==> src/rtl/rr_issue_scheduler_pkg.sv <==
// rr_issue_scheduler_pkg: shared widths and slot type for the round-robin issue scheduler.
package rr_issue_scheduler_pkg;
    localparam int DEF_ITEM_NUM   = 8;
    localparam int DEF_GRANT_NUM  = 2;
    localparam int DEF_DATA_WIDTH = 32;
    localparam int ITEM_ID_W      = $clog2(DEF_ITEM_NUM);
    localparam int CNT_W          = ITEM_ID_W + 1;

    typedef struct packed {
        logic                      valid;
        logic [DEF_DATA_WIDTH-1:0] data;
    } slot_t;
endpackage

==> src/rtl/list_enabled_item_id.sv <==
// list_enabled_item_id: ids of set bits in seq, ordered circularly from start_pos.
module list_enabled_item_id #(
    parameter int ITEM_NUM = 8,
    parameter int LIST_NUM = ITEM_NUM,
    localparam int IW      = $clog2(ITEM_NUM)
) (
    input  logic [ITEM_NUM-1:0]          seq,
    input  logic [IW-1:0]                start_pos,
    output logic [LIST_NUM-1:0][IW-1:0]  list
);
    logic [IW-1:0] pos;
    int            found;

    // ITEM_NUM is a power of two, so the IW-bit add wraps naturally
    always_comb begin
        list  = '0;
        pos   = '0;
        found = 0;
        for (int i = 0; i < ITEM_NUM; i++) begin
            pos = start_pos + IW'(i);
            if (seq[pos]) begin
                for (int k = 0; k < LIST_NUM; k++)
                    if (found == k) list[k] = pos;
                found++;
            end
        end
    end
endmodule

==> src/rtl/priority_finder.sv <==
// priority_finder: index of the lowest (FIRST_PRIORITY 0) or highest set request bit.
module priority_finder #(
    parameter int WIDTH          = 8,
    parameter int FIRST_PRIORITY = 0,
    localparam int IW            = $clog2(WIDTH)
) (
    input  logic [WIDTH-1:0] req,
    output logic [IW-1:0]    idx,
    output logic             found
);
    // the last match written wins, so scan direction picks the priority end
    always_comb begin
        idx   = '0;
        found = |req;
        for (int i = WIDTH - 1; i >= 0; i--)
            if (FIRST_PRIORITY == 0 && req[i]) idx = IW'(i);
        for (int i = 0; i < WIDTH; i++)
            if (FIRST_PRIORITY != 0 && req[i]) idx = IW'(i);
    end
endmodule

==> src/rtl/rr_issue_scheduler.sv <==
// rr_issue_scheduler: slot buffer issuing up to GRANT_NUM entries per cycle in round-robin order.
module rr_issue_scheduler
    import rr_issue_scheduler_pkg::*;
#(
    parameter int ITEM_NUM   = DEF_ITEM_NUM,
    parameter int GRANT_NUM  = DEF_GRANT_NUM,
    parameter int DATA_WIDTH = DEF_DATA_WIDTH
) (
    input  logic                                  clk,
    input  logic                                  rst,
    input  logic                                  flush,
    input  logic                                  in_valid,
    input  logic [DATA_WIDTH-1:0]                 in_data,
    output logic                                  in_ready,
    output logic [GRANT_NUM-1:0]                  out_valid,
    output logic [GRANT_NUM-1:0][ITEM_ID_W-1:0]   out_id,
    output logic [GRANT_NUM-1:0][DATA_WIDTH-1:0]  out_data,
    input  logic                                  out_ready,
    output logic [ITEM_ID_W-1:0]                  ptr_o
);
    slot_t                               slots [ITEM_NUM];
    logic [ITEM_NUM-1:0]                 valid, clr;
    logic [ITEM_ID_W-1:0]                ptr, wr_id, last_id;
    logic [GRANT_NUM-1:0][ITEM_ID_W-1:0] order;
    logic [CNT_W-1:0]                    cnt, g;
    logic                                free_found, issue;

    always_comb begin
        valid = '0;
        cnt   = '0;
        for (int i = 0; i < ITEM_NUM; i++) begin
            valid[i] = slots[i].valid;
            cnt      = cnt + CNT_W'(slots[i].valid);
        end
        g = (cnt > CNT_W'(GRANT_NUM)) ? CNT_W'(GRANT_NUM) : cnt;
    end

    list_enabled_item_id #(.ITEM_NUM(ITEM_NUM), .LIST_NUM(GRANT_NUM)) u_list (
        .seq(valid),
        .start_pos(ptr),
        .list(order)
    );

    priority_finder #(.WIDTH(ITEM_NUM), .FIRST_PRIORITY(0)) u_free (
        .req(~valid),
        .idx(wr_id),
        .found(free_found)
    );

    always_comb begin
        out_valid = '0;
        out_id    = '0;
        out_data  = '0;
        clr       = '0;
        last_id   = '0;
        for (int k = 0; k < GRANT_NUM; k++) begin
            out_valid[k] = (CNT_W'(k) < g) && !flush;
            if (out_valid[k]) begin
                out_id[k]       = order[k];
                out_data[k]     = slots[order[k]].data;
                clr[order[k]]   = 1'b1;
                last_id         = order[k];
            end
        end
    end

    assign issue    = out_ready && |out_valid;
    assign in_ready = free_found && !flush;
    assign ptr_o    = ptr;

    // the write slot comes from the pre-issue free set, so it never overlaps clr
    always_ff @(posedge clk or posedge rst) begin
        if (rst) begin
            ptr <= '0;
            for (int i = 0; i < ITEM_NUM; i++) slots[i] <= '0;
        end else if (flush) begin
            ptr <= '0;
            for (int i = 0; i < ITEM_NUM; i++) slots[i].valid <= 1'b0;
        end else begin
            if (issue) begin
                ptr <= last_id + 1'b1;
                for (int i = 0; i < ITEM_NUM; i++)
                    if (clr[i]) slots[i].valid <= 1'b0;
            end
            if (in_valid && in_ready) slots[wr_id] <= '{valid: 1'b1, data: in_data};
        end
    end
endmodule

==> config.mk <==
export PLATFORM = sky130hd
export DESIGN_NAME = rr_issue_scheduler
export DESIGN_NICKNAME = d
export VERILOG_FILES = /design/src/rtl/rr_issue_scheduler_pkg.sv /design/src/rtl/list_enabled_item_id.sv /design/src/rtl/priority_finder.sv /design/src/rtl/rr_issue_scheduler.sv
export SDC_FILE = /design/constraint.sdc
export NUM_CORES = 1
export LEC_CHECK = 0
export ABC_AREA = 1
export CORE_MARGIN = 2
export CORE_UTILIZATION = 45
export CTS_CLUSTER_DIAMETER = 80
export DETAILED_ROUTE_END_ITERATION = 8
export PLACE_DENSITY_LB_ADDON = 0.15
export SLEW_MARGIN = 20
export SYNTH_ARGS = -nofsm -noshare
export SYNTH_HDL_FRONTEND = slang
export SYNTH_SLANG_ARGS = --single-unit
==> constraint.sdc <==
create_clock -name clk -period 12.5 [get_ports clk]
set_input_delay 2.5 -clock clk [delete_from_list [all_inputs] [get_ports clk]]
set_output_delay 2.5 -clock clk [all_outputs]
set_load 0.01 [all_outputs]
# --- Yosys cells after proc, flatten, opt, wreduce, memory -nomap -nowiden ---
# Cells that the tools add are included.
op_classes:
  addsub: 21
  order_cmp: 19
  n_eq_ne: 7
  n_mux: 109
  bitwise: 6
  reduce_logical: 20
ops:
  columns: ["operator", "count"]
  rows:
  - ["$mux 32", 12]
  - ["$bwmux 264", 1]
  - ["$mux 264", 1]
  - ["$logic_not 32->1", 7]
  - ["$bmux 33 s3", 2]
  - ["$eq 32x2->1 const B", 6]
  - ["$add 32x2->32 const B", 5]
  - ["$demux 33 s3", 1]
  - ["$mux 3", 28]
  - ["$mux 1", 43]
  - ["$mux 6", 7]
  - ["$lt 3x4->1 const B", 10]
  - ["$mux 33", 1]
  - ["$bmux 1 s3", 8]
  - ["$add 4x1->4", 4]
  - ["$mux 8", 2]
  - ["$add 3x3->3 const B", 4]
  - ["$ge 4x4->1 const B", 3]
  - ["$not 3->4", 3]
  - ["$logic_and 1x1->1", 8]
  - ["$lt 1x4->1 const A", 2]
  - ["$not 8->8", 1]
  - ["$or 8x8->8", 1]
  - ["$reduce_or 8->1", 1]
  - ["other kinds (17)", 21]
word_totals:
  ff_bits: 267
  elab_cells: 199

# --- Logic depth before layout (Yosys ltp) ---
logic_depth:
  depth_word: 31
  ltp_mapped: 42

# --- Modules after synthesis ---
# From an unflattened synthesis, not the netlist that was laid out.
hier_totals:
  cells_unflattened: 2250
  hier_area_um2: 16512.1
modules_own_cells:
  columns: ["module", "instances", "cells_each", "area_each_um2", "seq_area_each_um2"]
  rows:
  - ["rr_issue_scheduler", 1, 1915, 14682.8, 6681.4]
  - ["list_enabled_item_id", 1, 313, 1730.4, 0.0]
  - ["priority_finder", 1, 22, 98.8, 0.0]

# --- Worst setup path before layout ---
# No wires, ideal clock.
synth_timing:
  path_type: "register to output"
  from: "register ptr[0], in the netlist ptr_o[0]"
  to: "output port out_data[0] (netlist name)"
  t_arrival_ns: 5.760
  setup_slack_ns: 4.240
  stages_incl_launch_ff: 38
  path_cell_list: "dfrtp_1 -> buf_6 -> inv_4 -> buf_8 -> ha_1 -> buf_2 -> inv_2 -> nand3_1 -> nand3_1 -> nand2_1 -> inv_1 -> ha_1 -> inv_1 -> nand2_4 -> nand2_2 -> ha_1 -> nand2_1 -> nand2_1 -> (+2 left out) -> nand2_2 -> inv_1 -> ha_1 -> or2_1 -> nand2_2 -> inv_2 -> ha_1 -> nand2_1 -> nand3_1 -> nor2_4 -> nand4_2 -> nand2_2 -> nand2_4 -> buf_6 -> buf_2 -> o211ai_1 -> nand2_1 -> nor3_1"
synth_rtl:
  columns: ["item", "line_no", "rtl"]
  rows:
  - ["start: declaration", "rr_issue_scheduler.sv:23", "logic [ITEM_ID_W-1:0] ptr, wr_id, last_id;"]
  - ["start signal: assignment", "rr_issue_scheduler.sv:81", "ptr <= last_id + 1'b1;"]
  - ["end: declaration", "rr_issue_scheduler.sv:17", "output logic [GRANT_NUM-1:0][DATA_WIDTH-1:0] out_data,"]

==> metrics.csv <==
metric,value,unit
status,"finished, final reports clean",
postCtsHoldBufs,0,
cp-start-kind,flip-flop,
finalHoldViolations,0,
ios,113,
clk_latency,590,ps
placed_cells,2748,
critPathMaxStageDelay,770,ps
antenna_found_initial,0,
crit_cells,36,
grt_use_total,25.0,%
wl,47900,um
syn_inst,2298,
powerDensity,140,mW/mm2
grt.overflow.total,0,
whs_path_depth,2,
clockBufferDepth,3,
cts_resized,0,
hold_path_class,flip-flop to flip-flop,
drt-vias-per-instance,5.46,
end_kind,primary output,
grt_pass1_vias,14500,
yosys.area.top_type,dfrtp_1,
cp_data_required_time,10000,ps
htreeDepth,1,
cpLargestDelayFamily,simple AND/OR/NAND/NOR gates,
min_period,11280,ps
setup_viol,0,
drtAntennaViolNets,0,
syn_nets,2364,
rows,70,
synth_top_area_share,39.8,%
clk_pin_slew,60,ps
gp_congestion,0.875,
synth-seq-cells,267,
cp_max_fo,152,
area_delta_synth_final,12.6,%
slew_violations,0,
rsz0062_at_grt,false,
fin_worst_skew,24.1,ps
cts_tree,done,
critical_path_buf_inv_count,9,
final_cells,2804,
crit_type,flip-flop to primary output,
drive_gt1_share,8.13,%
dieArea,0.0389,mm2
tns,0,ps
ys_seq_area_share,39.8,%
fp.dieW,197,um
wire_per_inst,17.1,um
slew_headroom,30.6,%
worstRegToRegCells,36,
grt_max_degree,176,
synth_area_leaders,"dfrtp_1 (40%), nand2_1 (16%), o211ai_1 (10%)",
initial_core_util,45.7,%
maxCapViolations,0,
clockRootBuffer,clkbuf_16,
dp_hpwl,29100,um
drt-initial-drc-count,1081,
fp.coreArea,0.0367,mm2
antenna_cells,0,
clock.fmax,88.7,MHz
critPathSlowestCell,dfrtp_1,
port_buffers,112,
drc_errors,0,
final_common_cell,nand2_1,
min_period_over_period,90.2,%
avgSynthCellArea,7.30,um2
nets,2379,
via_count,15300,
ys_types,41,
yosys_warnings,0,
numCtsBuffers,31,
netlist_area,0.0168,mm2
peakVddDrop,116,uV
grt_pass1_wl,78100,um
arrival,8780,ps
cts.sinks,267,
die_y,197,um
final_cell_mix,"nand2_1 (704), dfrtp_1 (267), o21ai_0 (246)",
worst_slew_pin_slew,1040,ps
first_pass_iters,7,
cts_setup_buffers,0,
p_leak,8.42,nW
-- power by group --
| group | internal [mW] | switching (mW) | leakage [nW] | total [mW] |
|---|---|---|---|---|
| combinational | 0.249 | 0.577 | 4.47 | 0.826 |
| sequential | 0.918 | 0.0356 | 3.47 | 0.953 |
| clock | 0.502 | 0.368 | 0.481 | 0.870 |
-- stage by stage --
stage          util (%)  setup WS, ps  total power [mW]  area (um2)  hold slack, ps
2_1_floorplan         -          2650              1.61       16800             453
3_3_place_gp       48.8          2080              1.77       17900             466
3_5_place_dp       48.8          1890              1.79       17900             473
4_1_cts            51.5          1250              2.66       18900             488
5_1_grt            51.5           486              2.81       18900             501
6_report           51.5          1220              2.65       18900             484
-- metal layers --
layer	GRT usage (%)	vias to the layer above	wire length [um]
met1	35.6	7266	22900
li1	-	7596	-
met5	0	-	0
met3	3.00	63	2350
met4	6.24	0	897
met2	40.7	387	21800
-- cell usage after synthesis, drive strengths merged --
cell / number
clkinv: 2
or2: 4
nor3: 35
a21oi: 77
buf: 91
nor4: 1
o211ai: 229
clkbuf: 59
o22ai: 3
a31oi: 3
fa: 4
o21ai: 272
ha: 25
nand3: 100
xnor2: 3
nor2: 109
a21boi: 1
dfrtp: 267
inv: 265
nand3b: 1
nand2: 742
nand4: 5
-- worst register-to-register path: cells and delay by family (launching register included) --
| kind | cells | cell delay [ps] |
|---|---|---|
| AO/OA/AOI/OAI | 1 | 70 |
| buffers and inverters | 7 | 1260 |
| AND/OR/NAND/NOR | 22 | 3380 |
| flip-flops | 1 | 770 |
| adder cells (fa/ha/maj) | 6 | 2060 |
-- worst paths after layout --
check	start	to	slack, ps
min reg2reg	flip-flop	flip-flop	480
min	flip-flop	flip-flop	480
min in group asynchronous	rst	async pin	2390
max	ptr_o[0]	out_data[11]	1220
max in group asynchronous	rst	async pin	7990
max reg2reg	ptr_o[0]	slots[197]	4820
-- layout make-up --
class                           count  area [um2]
Fill cell                        3533       17800
Multi-Input combinational cell   1614        8370
Sequential cell                   267        6680
Timing Repair Buffer              132        1270
Inverter                          267        1010
Clock buffer                       44         865
Tap cell                          468         586
Clock inverter                     12         106
-- logic make-up after synthesis --
group	count (synthesis)	synth area share [%]
adder cells (fa/ha/maj)	29	2.34
flip-flops	267	39.8
XOR/XNOR	3	0.313
AND/OR/NAND/NOR	997	25.7
AO/OA/AOI/OAI	585	21.1
buffers and inverters	417	10.7
Note: power is estimated with default switching activity, not from simulation.
